==> src/rtl/ins_dispatch_buffer_pkg.sv <==
// -----------------------------------------------------------------------------
// ins_dispatch_buffer_pkg
// Shared instruction-queue types: field widths, the branch opcode and the
// packed instruction record carried from decode through the dispatch buffer
// into the instruction queue.
// No ports (package).
// -----------------------------------------------------------------------------
package ins_dispatch_buffer_pkg;

  localparam int OP_W   = 4;  // opcode
  localparam int DES_W  = 4;  // destination register
  localparam int SRC1_W = 4;  // source 1
  localparam int SRC2_W = 4;  // source 2
  localparam int IME_W  = 5;  // immediate

  localparam logic [OP_W-1:0] OP_BR = 4'hC;

  typedef struct packed {
    logic [OP_W-1:0]   op;
    logic [DES_W-1:0]  des;
    logic [SRC1_W-1:0] s1;
    logic [SRC2_W-1:0] s2;
    logic [IME_W-1:0]  ime;
  } ins_t;

  function automatic logic is_branch(input ins_t ins);
    return (ins.op == OP_BR);
  endfunction

endpackage

==> src/rtl/ins_dispatch_buffer_if.sv <==
// -----------------------------------------------------------------------------
// ins_dispatch_buffer_if
// Bundles the fetch-side pair, the queue insertion port and the queue status
// lines seen by the dispatch buffer.
//   master : fetch/decode + instruction queue side (drives fetch pair, status)
//   slave  : the dispatch buffer (drives fe_rdy, insert port, buf_count)
// -----------------------------------------------------------------------------
interface ins_dispatch_buffer_if
  import ins_dispatch_buffer_pkg::*;
#(
  parameter int DEPTH = 8
);
  localparam int CNT_W = $clog2(DEPTH + 1);

  // fetch slot 1 (older) and slot 2 (younger)
  logic              fe_1_vld;
  logic [DES_W-1:0]  fe_1_des;
  logic [SRC1_W-1:0] fe_1_s1;
  logic [SRC2_W-1:0] fe_1_s2;
  logic [OP_W-1:0]   fe_1_op;
  logic [IME_W-1:0]  fe_1_ime;
  logic              fe_2_vld;
  logic [DES_W-1:0]  fe_2_des;
  logic [SRC1_W-1:0] fe_2_s1;
  logic [SRC2_W-1:0] fe_2_s2;
  logic [OP_W-1:0]   fe_2_op;
  logic [IME_W-1:0]  fe_2_ime;
  logic              fe_rdy;

  // queue status
  logic              entry_full;
  logic              branch_full;
  logic              flush_en;

  // queue insertion port
  logic              ins_new_1_vld;
  logic              ins_new_2_vld;
  logic [DES_W-1:0]  ins_1_des;
  logic [SRC1_W-1:0] ins_1_s1;
  logic [SRC2_W-1:0] ins_1_s2;
  logic [OP_W-1:0]   ins_1_op;
  logic [IME_W-1:0]  ins_1_ime;
  logic [DES_W-1:0]  ins_2_des;
  logic [SRC1_W-1:0] ins_2_s1;
  logic [SRC2_W-1:0] ins_2_s2;
  logic [OP_W-1:0]   ins_2_op;
  logic [IME_W-1:0]  ins_2_ime;

  logic [CNT_W-1:0]  buf_count;

  modport master (
    output fe_1_vld, fe_1_des, fe_1_s1, fe_1_s2, fe_1_op, fe_1_ime,
    output fe_2_vld, fe_2_des, fe_2_s1, fe_2_s2, fe_2_op, fe_2_ime,
    output entry_full, branch_full, flush_en,
    input  fe_rdy,
    input  ins_new_1_vld, ins_new_2_vld,
    input  ins_1_des, ins_1_s1, ins_1_s2, ins_1_op, ins_1_ime,
    input  ins_2_des, ins_2_s1, ins_2_s2, ins_2_op, ins_2_ime,
    input  buf_count
  );

  modport slave (
    input  fe_1_vld, fe_1_des, fe_1_s1, fe_1_s2, fe_1_op, fe_1_ime,
    input  fe_2_vld, fe_2_des, fe_2_s1, fe_2_s2, fe_2_op, fe_2_ime,
    input  entry_full, branch_full, flush_en,
    output fe_rdy,
    output ins_new_1_vld, ins_new_2_vld,
    output ins_1_des, ins_1_s1, ins_1_s2, ins_1_op, ins_1_ime,
    output ins_2_des, ins_2_s1, ins_2_s2, ins_2_op, ins_2_ime,
    output buf_count
  );

endinterface

==> src/rtl/ins_dispatch_buffer_mem.sv <==
// -----------------------------------------------------------------------------
// ins_dispatch_buffer_mem
// DEPTH x ins_t storage for the dispatch buffer. Two write ports (the fetch
// pair lands at tail and tail+1) and two asynchronous read ports (head and
// head+1). Data are not reset; validity is tracked by the owner's pointers.
// Ports:
//   clk                         clock
//   wr_a_en_i/addr_i/data_i     write port A (older fetch slot)
//   wr_b_en_i/addr_i/data_i     write port B (younger fetch slot)
//   rd_a_addr_i / rd_a_data_o   read port A (head)
//   rd_b_addr_i / rd_b_data_o   read port B (head+1)
// -----------------------------------------------------------------------------
module ins_dispatch_buffer_mem
  import ins_dispatch_buffer_pkg::*;
#(
  parameter int DEPTH = 8
) (
  input  logic                     clk,
  input  logic                     wr_a_en_i,
  input  logic [$clog2(DEPTH)-1:0] wr_a_addr_i,
  input  ins_t                     wr_a_data_i,
  input  logic                     wr_b_en_i,
  input  logic [$clog2(DEPTH)-1:0] wr_b_addr_i,
  input  ins_t                     wr_b_data_i,
  input  logic [$clog2(DEPTH)-1:0] rd_a_addr_i,
  output ins_t                     rd_a_data_o,
  input  logic [$clog2(DEPTH)-1:0] rd_b_addr_i,
  output ins_t                     rd_b_data_o
);

  ins_t mem_q [DEPTH];

  // Write both fetch slots; the owner never targets the same address twice.
  always_ff @(posedge clk) begin
    if (wr_a_en_i) begin
      mem_q[wr_a_addr_i] <= wr_a_data_i;
    end
    if (wr_b_en_i) begin
      mem_q[wr_b_addr_i] <= wr_b_data_i;
    end
  end

  assign rd_a_data_o = mem_q[rd_a_addr_i];
  assign rd_b_data_o = mem_q[rd_b_addr_i];

endmodule

==> src/rtl/ins_dispatch_buffer.sv <==
// -----------------------------------------------------------------------------
// ins_dispatch_buffer
// Producer-side front end of the instruction queue. Accepts up to two decoded
// instructions per cycle, holds them in program order and offers the oldest
// two to the queue insertion port, respecting entry_full, branch_full and the
// one-branch-per-cycle limit. A flush discards everything buffered.
// Ports:
//   clk          clock, rising edge
//   rst          asynchronous active-high reset
//   dispatch_if  slave side of ins_dispatch_buffer_if (fetch pair, queue
//                status, insertion port, buf_count)
// -----------------------------------------------------------------------------
module ins_dispatch_buffer
  import ins_dispatch_buffer_pkg::*;
#(
  parameter int DEPTH = 8
) (
  input  logic                    clk,
  input  logic                    rst,
  ins_dispatch_buffer_if.slave    dispatch_if
);

  localparam int PTR_W = $clog2(DEPTH);
  localparam int CNT_W = $clog2(DEPTH + 1);

  logic [PTR_W-1:0] head_q, head_d, tail_q, tail_d;
  logic [PTR_W-1:0] head_nxt_s, tail_nxt_s;
  logic [CNT_W-1:0] count_q, count_d;
  logic [CNT_W-1:0] push_n_s, pop_n_s;

  ins_t wr_a_s, wr_b_s, rd_a_s, rd_b_s;
  logic fe_rdy_s, push_a_s, push_b_s, pop_a_s, pop_b_s;
  logic head_br_s, next_br_s;

  assign head_nxt_s = head_q + PTR_W'(1);
  assign tail_nxt_s = tail_q + PTR_W'(1);

  assign wr_a_s = '{op: dispatch_if.fe_1_op, des: dispatch_if.fe_1_des,
                    s1: dispatch_if.fe_1_s1, s2: dispatch_if.fe_1_s2,
                    ime: dispatch_if.fe_1_ime};
  assign wr_b_s = '{op: dispatch_if.fe_2_op, des: dispatch_if.fe_2_des,
                    s1: dispatch_if.fe_2_s1, s2: dispatch_if.fe_2_s2,
                    ime: dispatch_if.fe_2_ime};

  ins_dispatch_buffer_mem #(.DEPTH(DEPTH)) u_mem (
    .clk         (clk),
    .wr_a_en_i   (push_a_s),
    .wr_a_addr_i (tail_q),
    .wr_a_data_i (wr_a_s),
    .wr_b_en_i   (push_b_s),
    .wr_b_addr_i (tail_nxt_s),
    .wr_b_data_i (wr_b_s),
    .rd_a_addr_i (head_q),
    .rd_a_data_o (rd_a_s),
    .rd_b_addr_i (head_nxt_s),
    .rd_b_data_o (rd_b_s)
  );

  assign head_br_s = is_branch(rd_a_s);
  assign next_br_s = is_branch(rd_b_s);

  // Accept a fetch pair only when two free slots exist, so a pair is never split.
  always_comb begin
    fe_rdy_s = 1'b0;
    if (rst || dispatch_if.flush_en) begin
      fe_rdy_s = 1'b0;
    end else begin
      fe_rdy_s = (count_q <= CNT_W'(DEPTH - 2));
    end
  end

  assign push_a_s = fe_rdy_s && dispatch_if.fe_1_vld;
  assign push_b_s = push_a_s && dispatch_if.fe_2_vld;

  // A branch at the head needs a free branch id. The younger slot may go only
  // if it is not a branch, or if it is the single branch of this cycle.
  assign pop_a_s = (count_q >= CNT_W'(1)) && !dispatch_if.entry_full &&
                   !dispatch_if.flush_en &&
                   !(dispatch_if.branch_full && head_br_s);
  assign pop_b_s = pop_a_s && (count_q >= CNT_W'(2)) &&
                   !(next_br_s && (dispatch_if.branch_full || head_br_s));

  assign push_n_s = CNT_W'(push_a_s) + CNT_W'(push_b_s);
  assign pop_n_s  = CNT_W'(pop_a_s) + CNT_W'(pop_b_s);

  // Pointer/count next state; flush empties the buffer and beats push and pop.
  always_comb begin
    head_d  = head_q;
    tail_d  = tail_q;
    count_d = count_q;
    if (dispatch_if.flush_en) begin
      head_d  = {PTR_W{1'b0}};
      tail_d  = {PTR_W{1'b0}};
      count_d = {CNT_W{1'b0}};
    end else begin
      head_d  = head_q + pop_n_s[PTR_W-1:0];
      tail_d  = tail_q + push_n_s[PTR_W-1:0];
      count_d = count_q + push_n_s - pop_n_s;
    end
  end

  // Pointer and occupancy registers.
  always_ff @(posedge clk or posedge rst) begin
    if (rst) begin
      head_q  <= {PTR_W{1'b0}};
      tail_q  <= {PTR_W{1'b0}};
      count_q <= {CNT_W{1'b0}};
    end else begin
      head_q  <= head_d;
      tail_q  <= tail_d;
      count_q <= count_d;
    end
  end

  assign dispatch_if.fe_rdy        = fe_rdy_s;
  assign dispatch_if.ins_new_1_vld = pop_a_s;
  assign dispatch_if.ins_new_2_vld = pop_b_s;
  assign dispatch_if.ins_1_op      = rd_a_s.op;
  assign dispatch_if.ins_1_des     = rd_a_s.des;
  assign dispatch_if.ins_1_s1      = rd_a_s.s1;
  assign dispatch_if.ins_1_s2      = rd_a_s.s2;
  assign dispatch_if.ins_1_ime     = rd_a_s.ime;
  assign dispatch_if.ins_2_op      = rd_b_s.op;
  assign dispatch_if.ins_2_des     = rd_b_s.des;
  assign dispatch_if.ins_2_s1      = rd_b_s.s1;
  assign dispatch_if.ins_2_s2      = rd_b_s.s2;
  assign dispatch_if.ins_2_ime     = rd_b_s.ime;
  assign dispatch_if.buf_count     = count_q;

endmodule
==> src/flat_wrapper.sv <==
// flat-port wrapper written by rule: the top's interface ports become plain ports
module ins_dispatch_buffer_flat import ins_dispatch_buffer_pkg::*;
#(
  parameter int DEPTH = 8
)
  (clk, rst, dispatch_if_fe_1_vld, dispatch_if_fe_1_des, dispatch_if_fe_1_s1, dispatch_if_fe_1_s2, dispatch_if_fe_1_op, dispatch_if_fe_1_ime, dispatch_if_fe_2_vld, dispatch_if_fe_2_des, dispatch_if_fe_2_s1, dispatch_if_fe_2_s2, dispatch_if_fe_2_op, dispatch_if_fe_2_ime, dispatch_if_entry_full, dispatch_if_branch_full, dispatch_if_flush_en, dispatch_if_fe_rdy, dispatch_if_ins_new_1_vld, dispatch_if_ins_new_2_vld, dispatch_if_ins_1_des, dispatch_if_ins_1_s1, dispatch_if_ins_1_s2, dispatch_if_ins_1_op, dispatch_if_ins_1_ime, dispatch_if_ins_2_des, dispatch_if_ins_2_s1, dispatch_if_ins_2_s2, dispatch_if_ins_2_op, dispatch_if_ins_2_ime, dispatch_if_buf_count);
  ins_dispatch_buffer_if #(.DEPTH(DEPTH)) dispatch_if_i ();
  input  logic clk;
  input  logic rst;
  input wire logic [$bits(dispatch_if_i.fe_1_vld)-1:0] dispatch_if_fe_1_vld;
  input wire logic [$bits(dispatch_if_i.fe_1_des)-1:0] dispatch_if_fe_1_des;
  input wire logic [$bits(dispatch_if_i.fe_1_s1)-1:0] dispatch_if_fe_1_s1;
  input wire logic [$bits(dispatch_if_i.fe_1_s2)-1:0] dispatch_if_fe_1_s2;
  input wire logic [$bits(dispatch_if_i.fe_1_op)-1:0] dispatch_if_fe_1_op;
  input wire logic [$bits(dispatch_if_i.fe_1_ime)-1:0] dispatch_if_fe_1_ime;
  input wire logic [$bits(dispatch_if_i.fe_2_vld)-1:0] dispatch_if_fe_2_vld;
  input wire logic [$bits(dispatch_if_i.fe_2_des)-1:0] dispatch_if_fe_2_des;
  input wire logic [$bits(dispatch_if_i.fe_2_s1)-1:0] dispatch_if_fe_2_s1;
  input wire logic [$bits(dispatch_if_i.fe_2_s2)-1:0] dispatch_if_fe_2_s2;
  input wire logic [$bits(dispatch_if_i.fe_2_op)-1:0] dispatch_if_fe_2_op;
  input wire logic [$bits(dispatch_if_i.fe_2_ime)-1:0] dispatch_if_fe_2_ime;
  input wire logic [$bits(dispatch_if_i.entry_full)-1:0] dispatch_if_entry_full;
  input wire logic [$bits(dispatch_if_i.branch_full)-1:0] dispatch_if_branch_full;
  input wire logic [$bits(dispatch_if_i.flush_en)-1:0] dispatch_if_flush_en;
  output wire logic [$bits(dispatch_if_i.fe_rdy)-1:0] dispatch_if_fe_rdy;
  output wire logic [$bits(dispatch_if_i.ins_new_1_vld)-1:0] dispatch_if_ins_new_1_vld;
  output wire logic [$bits(dispatch_if_i.ins_new_2_vld)-1:0] dispatch_if_ins_new_2_vld;
  output wire logic [$bits(dispatch_if_i.ins_1_des)-1:0] dispatch_if_ins_1_des;
  output wire logic [$bits(dispatch_if_i.ins_1_s1)-1:0] dispatch_if_ins_1_s1;
  output wire logic [$bits(dispatch_if_i.ins_1_s2)-1:0] dispatch_if_ins_1_s2;
  output wire logic [$bits(dispatch_if_i.ins_1_op)-1:0] dispatch_if_ins_1_op;
  output wire logic [$bits(dispatch_if_i.ins_1_ime)-1:0] dispatch_if_ins_1_ime;
  output wire logic [$bits(dispatch_if_i.ins_2_des)-1:0] dispatch_if_ins_2_des;
  output wire logic [$bits(dispatch_if_i.ins_2_s1)-1:0] dispatch_if_ins_2_s1;
  output wire logic [$bits(dispatch_if_i.ins_2_s2)-1:0] dispatch_if_ins_2_s2;
  output wire logic [$bits(dispatch_if_i.ins_2_op)-1:0] dispatch_if_ins_2_op;
  output wire logic [$bits(dispatch_if_i.ins_2_ime)-1:0] dispatch_if_ins_2_ime;
  output wire logic [$bits(dispatch_if_i.buf_count)-1:0] dispatch_if_buf_count;
  assign dispatch_if_i.fe_1_vld = dispatch_if_fe_1_vld;
  assign dispatch_if_i.fe_1_des = dispatch_if_fe_1_des;
  assign dispatch_if_i.fe_1_s1 = dispatch_if_fe_1_s1;
  assign dispatch_if_i.fe_1_s2 = dispatch_if_fe_1_s2;
  assign dispatch_if_i.fe_1_op = dispatch_if_fe_1_op;
  assign dispatch_if_i.fe_1_ime = dispatch_if_fe_1_ime;
  assign dispatch_if_i.fe_2_vld = dispatch_if_fe_2_vld;
  assign dispatch_if_i.fe_2_des = dispatch_if_fe_2_des;
  assign dispatch_if_i.fe_2_s1 = dispatch_if_fe_2_s1;
  assign dispatch_if_i.fe_2_s2 = dispatch_if_fe_2_s2;
  assign dispatch_if_i.fe_2_op = dispatch_if_fe_2_op;
  assign dispatch_if_i.fe_2_ime = dispatch_if_fe_2_ime;
  assign dispatch_if_i.entry_full = dispatch_if_entry_full;
  assign dispatch_if_i.branch_full = dispatch_if_branch_full;
  assign dispatch_if_i.flush_en = dispatch_if_flush_en;
  assign dispatch_if_fe_rdy = dispatch_if_i.fe_rdy;
  assign dispatch_if_ins_new_1_vld = dispatch_if_i.ins_new_1_vld;
  assign dispatch_if_ins_new_2_vld = dispatch_if_i.ins_new_2_vld;
  assign dispatch_if_ins_1_des = dispatch_if_i.ins_1_des;
  assign dispatch_if_ins_1_s1 = dispatch_if_i.ins_1_s1;
  assign dispatch_if_ins_1_s2 = dispatch_if_i.ins_1_s2;
  assign dispatch_if_ins_1_op = dispatch_if_i.ins_1_op;
  assign dispatch_if_ins_1_ime = dispatch_if_i.ins_1_ime;
  assign dispatch_if_ins_2_des = dispatch_if_i.ins_2_des;
  assign dispatch_if_ins_2_s1 = dispatch_if_i.ins_2_s1;
  assign dispatch_if_ins_2_s2 = dispatch_if_i.ins_2_s2;
  assign dispatch_if_ins_2_op = dispatch_if_i.ins_2_op;
  assign dispatch_if_ins_2_ime = dispatch_if_i.ins_2_ime;
  assign dispatch_if_buf_count = dispatch_if_i.buf_count;
  ins_dispatch_buffer #(.DEPTH(DEPTH)) u_core (.clk(clk), .rst(rst), .dispatch_if(dispatch_if_i));
endmodule
==> config.mk <==
export PLATFORM = sky130hd
export DESIGN_NAME = ins_dispatch_buffer_flat
export DESIGN_NICKNAME = d
export VERILOG_FILES = /design/src/rtl/ins_dispatch_buffer_pkg.sv /design/src/rtl/ins_dispatch_buffer_if.sv /design/src/rtl/ins_dispatch_buffer_mem.sv /design/src/rtl/ins_dispatch_buffer.sv /design/src/flat_wrapper.sv
export SDC_FILE = /design/constraint.sdc
export NUM_CORES = 1
export LEC_CHECK = 0
export ABC_AREA = 1
export CAP_MARGIN = 5
export CORE_UTILIZATION = 40
export CTS_CLUSTER_DIAMETER = 30
export DETAILED_ROUTE_END_ITERATION = 12
export GPL_ROUTABILITY_DRIVEN = 0
export GPL_TIMING_DRIVEN = 0
export RECOVER_POWER = 100
export SYNTH_ARGS = -nofsm -noshare
export SYNTH_HDL_FRONTEND = slang
export SYNTH_HIERARCHICAL = 1
export SYNTH_SLANG_ARGS = --single-unit
==> constraint.sdc <==
create_clock -name clk -period 4.45 [get_ports clk]
set_input_delay 0.445 -clock clk [delete_from_list [all_inputs] [get_ports clk]]
set_output_delay 0.445 -clock clk [all_outputs]
set_load 0.02 [all_outputs]
==> Yosys cells after proc, flatten, opt, wreduce, memory -nomap -nowiden <==
Memories as Yosys holds them, arrays and structs flattened.
Index checks and enable logic that the tools add are counted.
{ "op_classes": {"add_sub_neg": 8, "n_lt_le_gt_ge": 3, "eq_ne": 2, "muxes": 8, "reduce_logical": 15} }
{ "op_table": {"columns": ["operator", "count"], "rows": [
  ["$logic_and 1x1->1", 9],
  ["$eq 4x4->1 const B", 2],
  ["$add 3x1->3 const B", 2],
  ["$add 3x3->3", 2],
  ["$mux 3", 2],
  ["$mux 1", 5],
  ["$add 1x1->2", 2],
  ["$add 4x4->4", 1],
  ["$ge 4x1->1 const B", 1],
  ["$ge 4x2->1 const B", 1],
  ["$le 4x3->1 const B", 1],
  ["$logic_not 1->1", 4],
  ["$mux 4", 1],
  ["$sub 4x4->4", 1],
  ["$logic_or 1x1->1", 2]
]} }
{ "totals": {"register_bits": 10, "ram_bits": 168, "inputBits": 49, "output_inout_bits": 49, "word_cells": 40, "n_memories": 1} }
{ "memory_table": {"columns": ["memory", "depth", "word_bits", "read_ports", "rd_clocked_by_memory_dff", "write_ports", "line_no", "source"], "rows": [
  ["u_core.u_mem.mem_q", 8, 21, 2, 0, 2, "ins_dispatch_buffer_mem.sv:31", "ins_t mem_q [DEPTH];"]
]} }

==> Depth between registers and ports, before layout <==
Gate-level depths: netlist of the first run.
An unclocked memory read counts as a cell.
{ "depth": {"ltp_word": 10, "ltp_mapped": 21, "ltp_nobuf": 19} }

==> Hierarchy <==
The synthesis of the first run kept the hierarchy.
{ "by_module_without_submodules": {"columns": ["mod", "instances", "cells_each", "area_per_inst_um2", "seq_area_each_um2"], "rows": [
  ["ins_dispatch_buffer_mem", 1, 1564, 10797.9, 5044.8],
  ["ins_dispatch_buffer", 1, 94, 802.0, 250.2]
]} }

==> Worst setup path after synthesis of the first run <==
No wires, ideal clock.
{ "synth_timing": {"path_kind": "register to register", "startpoint": "register u_core.head_q[0]", "endpoint": "register u_core.count_q[2] (netlist: u_core/dispatch_if.buf_count[2])", "setup_time_ns": 0.123, "arrival_ns": 3.477, "required_ns": 4.327, "setup_slack_ns": 0.849, "path_stages_with_launch": 20, "n_path_buf": 2, "synth_period_minus_slack_ns": 3.601, "path_cell_list": "dfrtp_1 ha_1 buf_2 clkinv_1 clkbuf_1 nand3_1 nand2_1 nand2_1 nand2_1 nor2_1 nand3_1 a21oi_1 nor2_1 ha_1 ha_1 inv_1 ha_1 fa_1 o21ai_0 a21oi_1"} }
{ "synth_between": {"word_cells_on_any_way": 15, "cone_classes": "3 x add/sub; 2 x eq/ne; 1 x mux; 8 x reduce/logical; 1 x memory"} }
{ "synth_rtl": {"columns": ["item", "line_no", "source"], "rows": [
  ["start, declared", "ins_dispatch_buffer.sv:26", "logic [PTR_W-1:0] head_q, head_d, tail_q, tail_d;"],
  ["start signal, assigned", "ins_dispatch_buffer.sv:105", "head_q <= {PTR_W{1'b0}};"],
  ["$add 3x1->3", "ins_dispatch_buffer.sv:35", "assign head_nxt_s = head_q + PTR_W'(1);"],
  ["via u_core.head_nxt_s[1]", "ins_dispatch_buffer.sv:27", "logic [PTR_W-1:0] head_nxt_s, tail_nxt_s;"],
  ["$mem_v2 8x21", null, null],
  ["via dispatch_if_ins_2_op[1]", "flat_wrapper.sv:36", "output wire logic [$bits(dispatch_if_i.ins_2_op)-1:0] dispatch_if_ins_2_op;"],
  ["$eq 4x4->1", "ins_dispatch_buffer_pkg.sv:27", "return (ins.op == OP_BR);"],
  ["$logic_and 1x1->1", "ins_dispatch_buffer.sv:81", "!(next_br_s && (dispatch_if.branch_full || head_br_s));"],
  ["$logic_not 1->1", "ins_dispatch_buffer.sv:81", null],
  ["$logic_and 1x1->1", "ins_dispatch_buffer.sv:80", "assign pop_b_s = pop_a_s && (count_q >= CNT_W'(2)) &&"],
  ["via dispatch_if_ins_new_2_vld", "flat_wrapper.sv:27", "output wire logic [$bits(dispatch_if_i.ins_new_2_vld)-1:0] dispatch_if_ins_new_2_vld;"],
  ["$add 1x1->2", "ins_dispatch_buffer.sv:84", "assign pop_n_s = CNT_W'(pop_a_s) + CNT_W'(pop_b_s);"],
  ["$sub 4x4->4", "ins_dispatch_buffer.sv:98", "count_d = count_q + push_n_s - pop_n_s;"],
  ["$mux 4", "ins_dispatch_buffer.sv:91", "if (dispatch_if.flush_en) begin"],
  ["via u_core.count_d[2]", "ins_dispatch_buffer.sv:28", "logic [CNT_W-1:0] count_q, count_d;"],
  ["end signal, assigned", "ins_dispatch_buffer.sv:107", "count_q <= {CNT_W{1'b0}};"],
  ["end signal, assigned", "ins_dispatch_buffer.sv:111", "count_q <= count_d;"],
  ["end, declared", "ins_dispatch_buffer.sv:28", null]
]} }
The timed path passes the listed nets, and every way through them passes these cells.

==> Final worst setup path of the first run <==
{ "layout_timing": {"startpoint": "register u_core.head_q[0]", "endpoint": "register u_core.count_q[2] (netlist: u_core/dispatch_if.buf_count[2])"} }
{ "layout_between": {"word_cells_on_any_way": 15, "cone_classes": "3 x add/sub; 2 x eq/ne; 1 x mux; 8 x reduce/logical; 1 x memory"} }
{ "layout_rtl": {"columns": ["item", "line_no"], "rows": [
  ["$add 3x1->3", "ins_dispatch_buffer.sv:35"],
  ["via u_core.head_nxt_s[1]", "ins_dispatch_buffer.sv:27"],
  ["$mem_v2 8x21", null],
  ["$eq 4x4->1", "ins_dispatch_buffer_pkg.sv:27"],
  ["$logic_and 1x1->1", "ins_dispatch_buffer.sv:81"],
  ["$logic_not 1->1", "ins_dispatch_buffer.sv:81"],
  ["$logic_and 1x1->1", "ins_dispatch_buffer.sv:80"],
  ["$add 1x1->2", "ins_dispatch_buffer.sv:84"],
  ["$sub 4x4->4", "ins_dispatch_buffer.sv:98"],
  ["$mux 4", "ins_dispatch_buffer.sv:91"],
  ["via u_core.count_d[2]", "ins_dispatch_buffer.sv:28"]
]} }
The timed path passes the listed nets, and every way through them passes these cells.

==> out/results.txt, run 1 <==
CTS tree: built
pin count of the biggest net entering global routing: 17
Data arrival, critical path: 4430 ps
Netlist Area Pre-Place: 11600 um2
Tmin final: 4120 ps
Detail Placement HPWL: 29600 um
CTS buffer count: 17
post-cts sizing count: 0
port bufs: 75
Worst slew margin: -25.4%
FF+latch area: 5300 um2
highest-delay cell along the critical path: dfrtp_1
yosys warns: 6
total wire length: 40400 um
crit path capture type: flip-flop
core area: 28200 um2
worst min path class: input pin to flip-flop
DR DRC count: 0
Die Wd: 172 um
number of H-tree levels: 4
post-DR wirelength/cell: 18.8 um
initial drt markers: 1242
Initial Utilization: 41.2%
clk_skew: 9.87 ps
clock root cell: clkbuf_16
Cell variety after synth: 25
Worst VDD drop: 0.304 mV
vias: 11400
failing checks: capacitance limit, slew limit
CTS max path bufs: 2
total gr overflow: 0
outcome: complete, but fails checks
commonest non-fill, non-tap cells in the layout: nand2_1, inv_1, o21ai_0, nand3_1, edfxtp_1
Sink Count: 178
Async S/R FF share, synth: 5.62%
Seq/Total Area, Yosys: 45.6%
PwrDens: 515 nW/um2
Fill cells: 2785
Slowest Stage Delay on Critical Path: 480 ps
Die H: 172 um
crit-path max FO: 10
Design Power: 6.91 mW
I/O pin count: 98
ANT nets after route: 0
syn nets: 1722
Mean Syn Cell Area: 7.00 um2
cells after synthesis: 1658
Leak Pwr: 6.57 nW
multi-input logic area: 4910 um2
CP Cell Sequence: ha_1 -> buf_2 -> clkinv_1 -> clkbuf_1 -> nand3_1 -> nand2_1 -> nand2_1 -> nand2_1 -> nor2_1 -> nand3_1 -> a21oi_1 -> nor2_1 -> ha_1 -> ha_1 -> inv_1 -> ha_1 -> fa_1 -> o21ai_0 -> a21oi_1
final hold violation count: 0
FMAX: 243 MHz
Die Footprint: 29700 um2
layout cells sized above 1: 4.96%
most common cell after layout, fill and taps aside: nand2_1
first-pass GRT wire length: 61200 um
vias in the first global route: 10700
CP most frequent cell: ha_1
initial antenna violation count: 0
EDFF count, synth: 168
postcts setup bufs: 0
Cell Rows: 61
first drt pass iteration count: 6
hold_buf cts: 0
Antenna Cells: 0
fin crit share: 92.6%
Synth Register Bits: 178
CP Data Required Time: 4760 ps
max cap viols: 2
GRT Util Overall: 27.9%
critical path class: flip-flop to flip-flop
Syn-to-layout area delta: 15.7%
WHS: 217 ps
routed vias/inst: 5.28
Reg clk slew, reported paths: 70 ps
Final #Nets: 1824
crit start category: flip-flop
RSZ-0062 raised after global routing: false
worst slew pin tran: 1860 ps
Final Max Tran Viols: 17
final setup vio count: 0
Clock Latency Late Sink: 430 ps
Primary FF master, synth: edfxtp_1
[layer usage]
layer | share of wire (%) | GRT usage (%) | vias to the layer above
met5 | 0 | 0 | -
met4 | 2.2 | 9.23 | 0
met3 | 9.9 | 4.53 | 62
met2 | 44 | 42.8 | 630
met1 | 44 | 39.9 | 5252
li1 | - | - | 5410
[path summary, 6_finish.rpt]
check,slack (ps),endpoint,from,cells past startpoint
max in group asynchronous,3650,u_core/tail_q[2],rst,2
max reg2reg,330,u_core/dispatch_if.buf_count[2],u_core/head_q[0],19
min,220,u_core/head_q[0],dispatch_if_flush_en,2
min reg2reg,570,u_core/tail_q[2],u_core/tail_q[2],1
max,330,u_core/dispatch_if.buf_count[2],u_core/head_q[0],19
min in group asynchronous,510,u_core/dispatch_if.buf_count[2],rst,2
[power by group]
group          leakage, nW  internal [mW]  switching, mW
registers             1.65           1.88         0.0354
logic                 4.64           1.13           2.40
clock network        0.275          0.781          0.689
[registers in the layout (all words and copies together) (netlist names)]
name and flops:
u_core/head_q 3, u_core/tail_q 3, u_core/dispatch_if.buf_count 4, u_core/u_mem/mem_q 168
[kinds of logic after synthesis]
logic type | Yosys count | synth area share (%)
buffers and inverters | 344 | 11.9
flip-flops | 178 | 45.6
XOR/XNOR | 3 | 0.227
AND/OR/NAND/NOR | 934 | 32.4
adder cells (fa/ha/maj) | 15 | 1.88
AO/OA/AOI/OAI | 184 | 7.97
[cells in the mapped netlist (3+ instances only)]
cell | n | area [um2]
nand2_1 | 735 | 2760
nand3_1 | 175 | 876
buf_2 | 63 | 315
a21oi_1 | 5 | 25.0
clkbuf_1 | 44 | 165
edfxtp_1 | 168 | 5040
inv_2 | 3 | 11.3
xor2_1 | 3 | 26.3
inv_1 | 223 | 837
buf_1 | 8 | 30.0
dfrtp_1 | 10 | 250
ha_1 | 11 | 138
nor2_1 | 16 | 60.1
fa_1 | 4 | 80.1
o21ai_0 | 177 | 886
[critical path, delay by kind of cell (launching register included)]
family                   cells  cell delay (ps)
adder cells (fa/ha/maj)      5             1520
AO/OA/AOI/OAI                3              390
AND/OR/NAND/NOR              7              740
buffers and inverters        4              870
flip-flops                   1              480
[stage by stage]
step	setup TNS, ps	utilization, %	setup slack (ps)	area (um2)	std cells
after floorplan	0	-	849	11600	1658
after global placement	-21050	45.5	-259	12800	2111
after detailed placement	0	46.3	437	13000	2119
after CTS	0	48.3	409	13600	2151
after global routing	0	47.6	168	13400	2151
final	0	47.6	331	13400	2151
[layout make-up]
class | instances | share of cell area (%)
timing repair buffer | 83 | 6.08
clock buffer | 18 | 3.20
inverter | 228 | 6.38
tap | 378 | 3.53
buffer | 116 | 3.78
multi-input combinational | 1136 | 36.6
clock inverter | 14 | 0.961
sequential | 178 | 39.5
Note: power is estimated with default switching activity, not from simulation.
==> inputs of run 2 (changes only) <==
CORE_UTILIZATION = 52   (was 40)
PLACE_DENSITY = 0.73   (was default)
==> out/results.txt, run 2 (synthesis results as in run 1) <==
Data arrival, critical path: 4530 ps (was 4430 ps)
Die Footprint: 22900 um2 (was 29700 um2)
vias: 11500 (was 11400)
Largest register FFs: 168 (unchanged)
crit path capture type: flip-flop (unchanged)
Design Power: 6.84 mW (was 6.91 mW)
Clock Power Share: 20.8% (was 21.3%)
FMAX: 238 MHz (was 243 MHz)
Final #Nets: 1824 (unchanged)
ANT nets after route: 0 (unchanged)
failing checks: capacitance limit, slew limit (unchanged)
post-DR wirelength/cell: 18.7 um (was 18.8 um)
Seq pwr share: 28.0% (was 27.7%)
critical path class: flip-flop to flip-flop (unchanged)
Initial Utilization: 53.2% (was 41.2%)
layout cells sized above 1: 4.91% (was 4.96%)
Tmin final: 4210 ps (was 4120 ps)
Antenna Cells: 0 (unchanged)
RSZ-0062 raised after global routing: false (unchanged)
GRT Util Overall: 34.9% (was 27.9%)
first-pass GRT wire length: 58400 um (was 61200 um)
post-cts sizing count: 0 (unchanged)
initial antenna violation count: 1 (was 0)
routed vias/inst: 5.59 (was 5.28)
P_int: 3.75 mW (was 3.79 mW)
hold_buf cts: 0 (unchanged)
Syn-to-layout area delta: 14.2% (was 15.7%)
total gr overflow: 0 (unchanged)
final hold violation count: 0 (unchanged)
highest-delay cell along the critical path: dfrtp_1 (unchanged)
Placed Area: 12900 um2 (was 13000 um2)
port bufs: 75 (unchanged)
Cell Rows: 54 (was 61)
I/O pin count: 98 (unchanged)
CTS buffer count: 17 (unchanged)
Die Wd: 151 um (was 172 um)
Detail Placement HPWL: 28100 um (was 29600 um)
Top reg by flops: u_core/u_mem/mem_q (unchanged)
outcome: complete, but fails checks (unchanged)
number of H-tree levels: 4 (unchanged)
initial drt markers: 1612 (was 1242)
Reg clk slew, reported paths: 70 ps (about the same)
postcts setup bufs: 0 (unchanged)
max cap viols: 1 (was 2)
vias in the first global route: 10600 (was 10700)
Final Max Tran Viols: 12 (was 17)
Worst slew margin: -13.9% (was -25.4%)
CTS max path bufs: 2 (unchanged)
crit start category: flip-flop (unchanged)
fin area: 13200 um2 (was 13400 um2)
PwrDens: 517 nW/um2 (was 515 nW/um2)
most common cell after layout, fill and taps aside: nand2_1 (unchanged)
CP Cell Sequence: ha_1 -> buf_2 -> clkinv_1 -> clkbuf_1 -> nand3_1 -> nand2_1 -> nand2_1 -> nand2_1 -> nor2_1 -> nand3_1 -> a21oi_1 -> nor2_1 -> ha_1 -> ha_1 -> inv_1 -> ha_1 -> fa_1 -> o21ai_0 -> a21oi_1 (unchanged)
Leak Pwr: 6.55 nW (was 6.57 nW)
commonest non-fill, non-tap cells in the layout: nand2_1, inv_1, o21ai_0, nand3_1, edfxtp_1 (unchanged)
CP most frequent cell: ha_1 (unchanged)
CTS tree: built (unchanged)
clk_skew: 8.47 ps (was 9.87 ps)
first drt pass iteration count: 6 (unchanged)
Clock Latency Late Sink: 440 ps (was 430 ps)
Slowest Stage Delay on Critical Path: 480 ps (about the same)
fin crit share: 94.5% (was 92.6%)
clock root cell: clkbuf_16 (unchanged)
worst min path class: input pin to flip-flop (unchanged)
crit-path max FO: 10 (unchanged)
Sw Ratio: 45.2% (about the same)
final setup vio count: 0 (unchanged)
combinational power share: 51.1% (was 51.0%)
DR DRC count: 0 (unchanged)
Switch Pwr: 3.09 mW (was 3.12 mW)
total wire length: 38300 um (was 40400 um)
pin count of the biggest net entering global routing: 19 (was 17)
core area: 21800 um2 (was 28200 um2)
Die H: 151 um (was 172 um)
CP Data Required Time: 4780 ps (was 4760 ps)
worst slew pin tran: 1690 ps (was 1860 ps)
Worst VDD drop: 0.355 mV (was 0.304 mV)
Sink Count: 178 (unchanged)
run 2: changes by cell type in the layout (fill, tap and decap cells not counted):
| cell | delta |
|---|---|
| dlygate4sd3_1 | -1 |
| clkbuf_1 | +2 |
| bufinv_16 | -1 |
| clkbuf_8 | +1 |
| buf_8 | -1 |
| clkinv_1 | -1 |
| buf_16 | -1 |
| clkdlybuf4s50_1 | +1 |
| inv_6 | +1 |
run 2: power by group through the flow:
stage	clock [mW]	sequential (mW)	combinational, mW
after CTS	1.44	1.92	3.53
after global routing	1.50	1.92	3.78
after floorplan	0	1.96	2.11
after global placement	0	1.96	3.46
after detailed placement	0	1.95	3.51
final	1.43	1.92	3.50
run 2: layer usage:
metal,global-route usage [%],vias to the layer above,routed length [um]
li1,-,5411,-
met1,48.2,5216,15400
met2,52.4,737,16800
met3,8.46,110,4770
met4,14.4,0,1380
met5,0,-,0
run 2: per-stage QoR:
step	TNS (ps)	std cells	util [%]	hold slack [ps]	setup slack (ps)
floorplan	0	1658	-	285	849
global placement	-5570	2013	58.2	547	-119
detailed placement	0	2021	59.2	561	351
CTS	0	2053	61.7	203	316
global route	0	2053	60.7	210	45.4
finish	0	2053	60.7	210	243
run 2: final cells by class:
type	count	area, um2
Fill cell	2060	8580
Sequential cell	178	5300
Multi-Input combinational cell	1136	4910
Inverter	228	856
Timing Repair Buffer	83	781
Buffer	116	507
Clock buffer	19	443
Tap cell	280	350
Clock inverter	13	104
run 2: final timing paths:
| check | endpoint | cells past startpoint | startpoint | slack (ps) |
|---|---|---|---|---|
| max | u_core/dispatch_if.buf_count[2] | 19 | u_core/head_q[0] | 240 |
| min | u_core/head_q[0] | 2 | dispatch_if_flush_en | 210 |
| max reg2reg | u_core/dispatch_if.buf_count[2] | 19 | u_core/head_q[0] | 240 |
| min reg2reg | u_core/tail_q[2] | 1 | u_core/tail_q[2] | 580 |
| max in group asynchronous | u_core/tail_q[0] | 2 | rst | 3650 |
| min in group asynchronous | u_core/head_q[0] | 2 | rst | 500 |
run 2: worst max-delay path: cells and delay by family (launching register included):
family                     cells  cell delay, ps
and+or+nand+nor                7             750
AOI/OAI and AO/OA              3             490
buffers and inverters          4             810
adders and majority gates      5            1530
DFF                            1             480
==> inputs of run 3 (changes only) <==
CAP_MARGIN = 10   (was 5)
==> results of run 3 <==
Same layout as run 2: the final DEF is identical, and so are final timing and power.
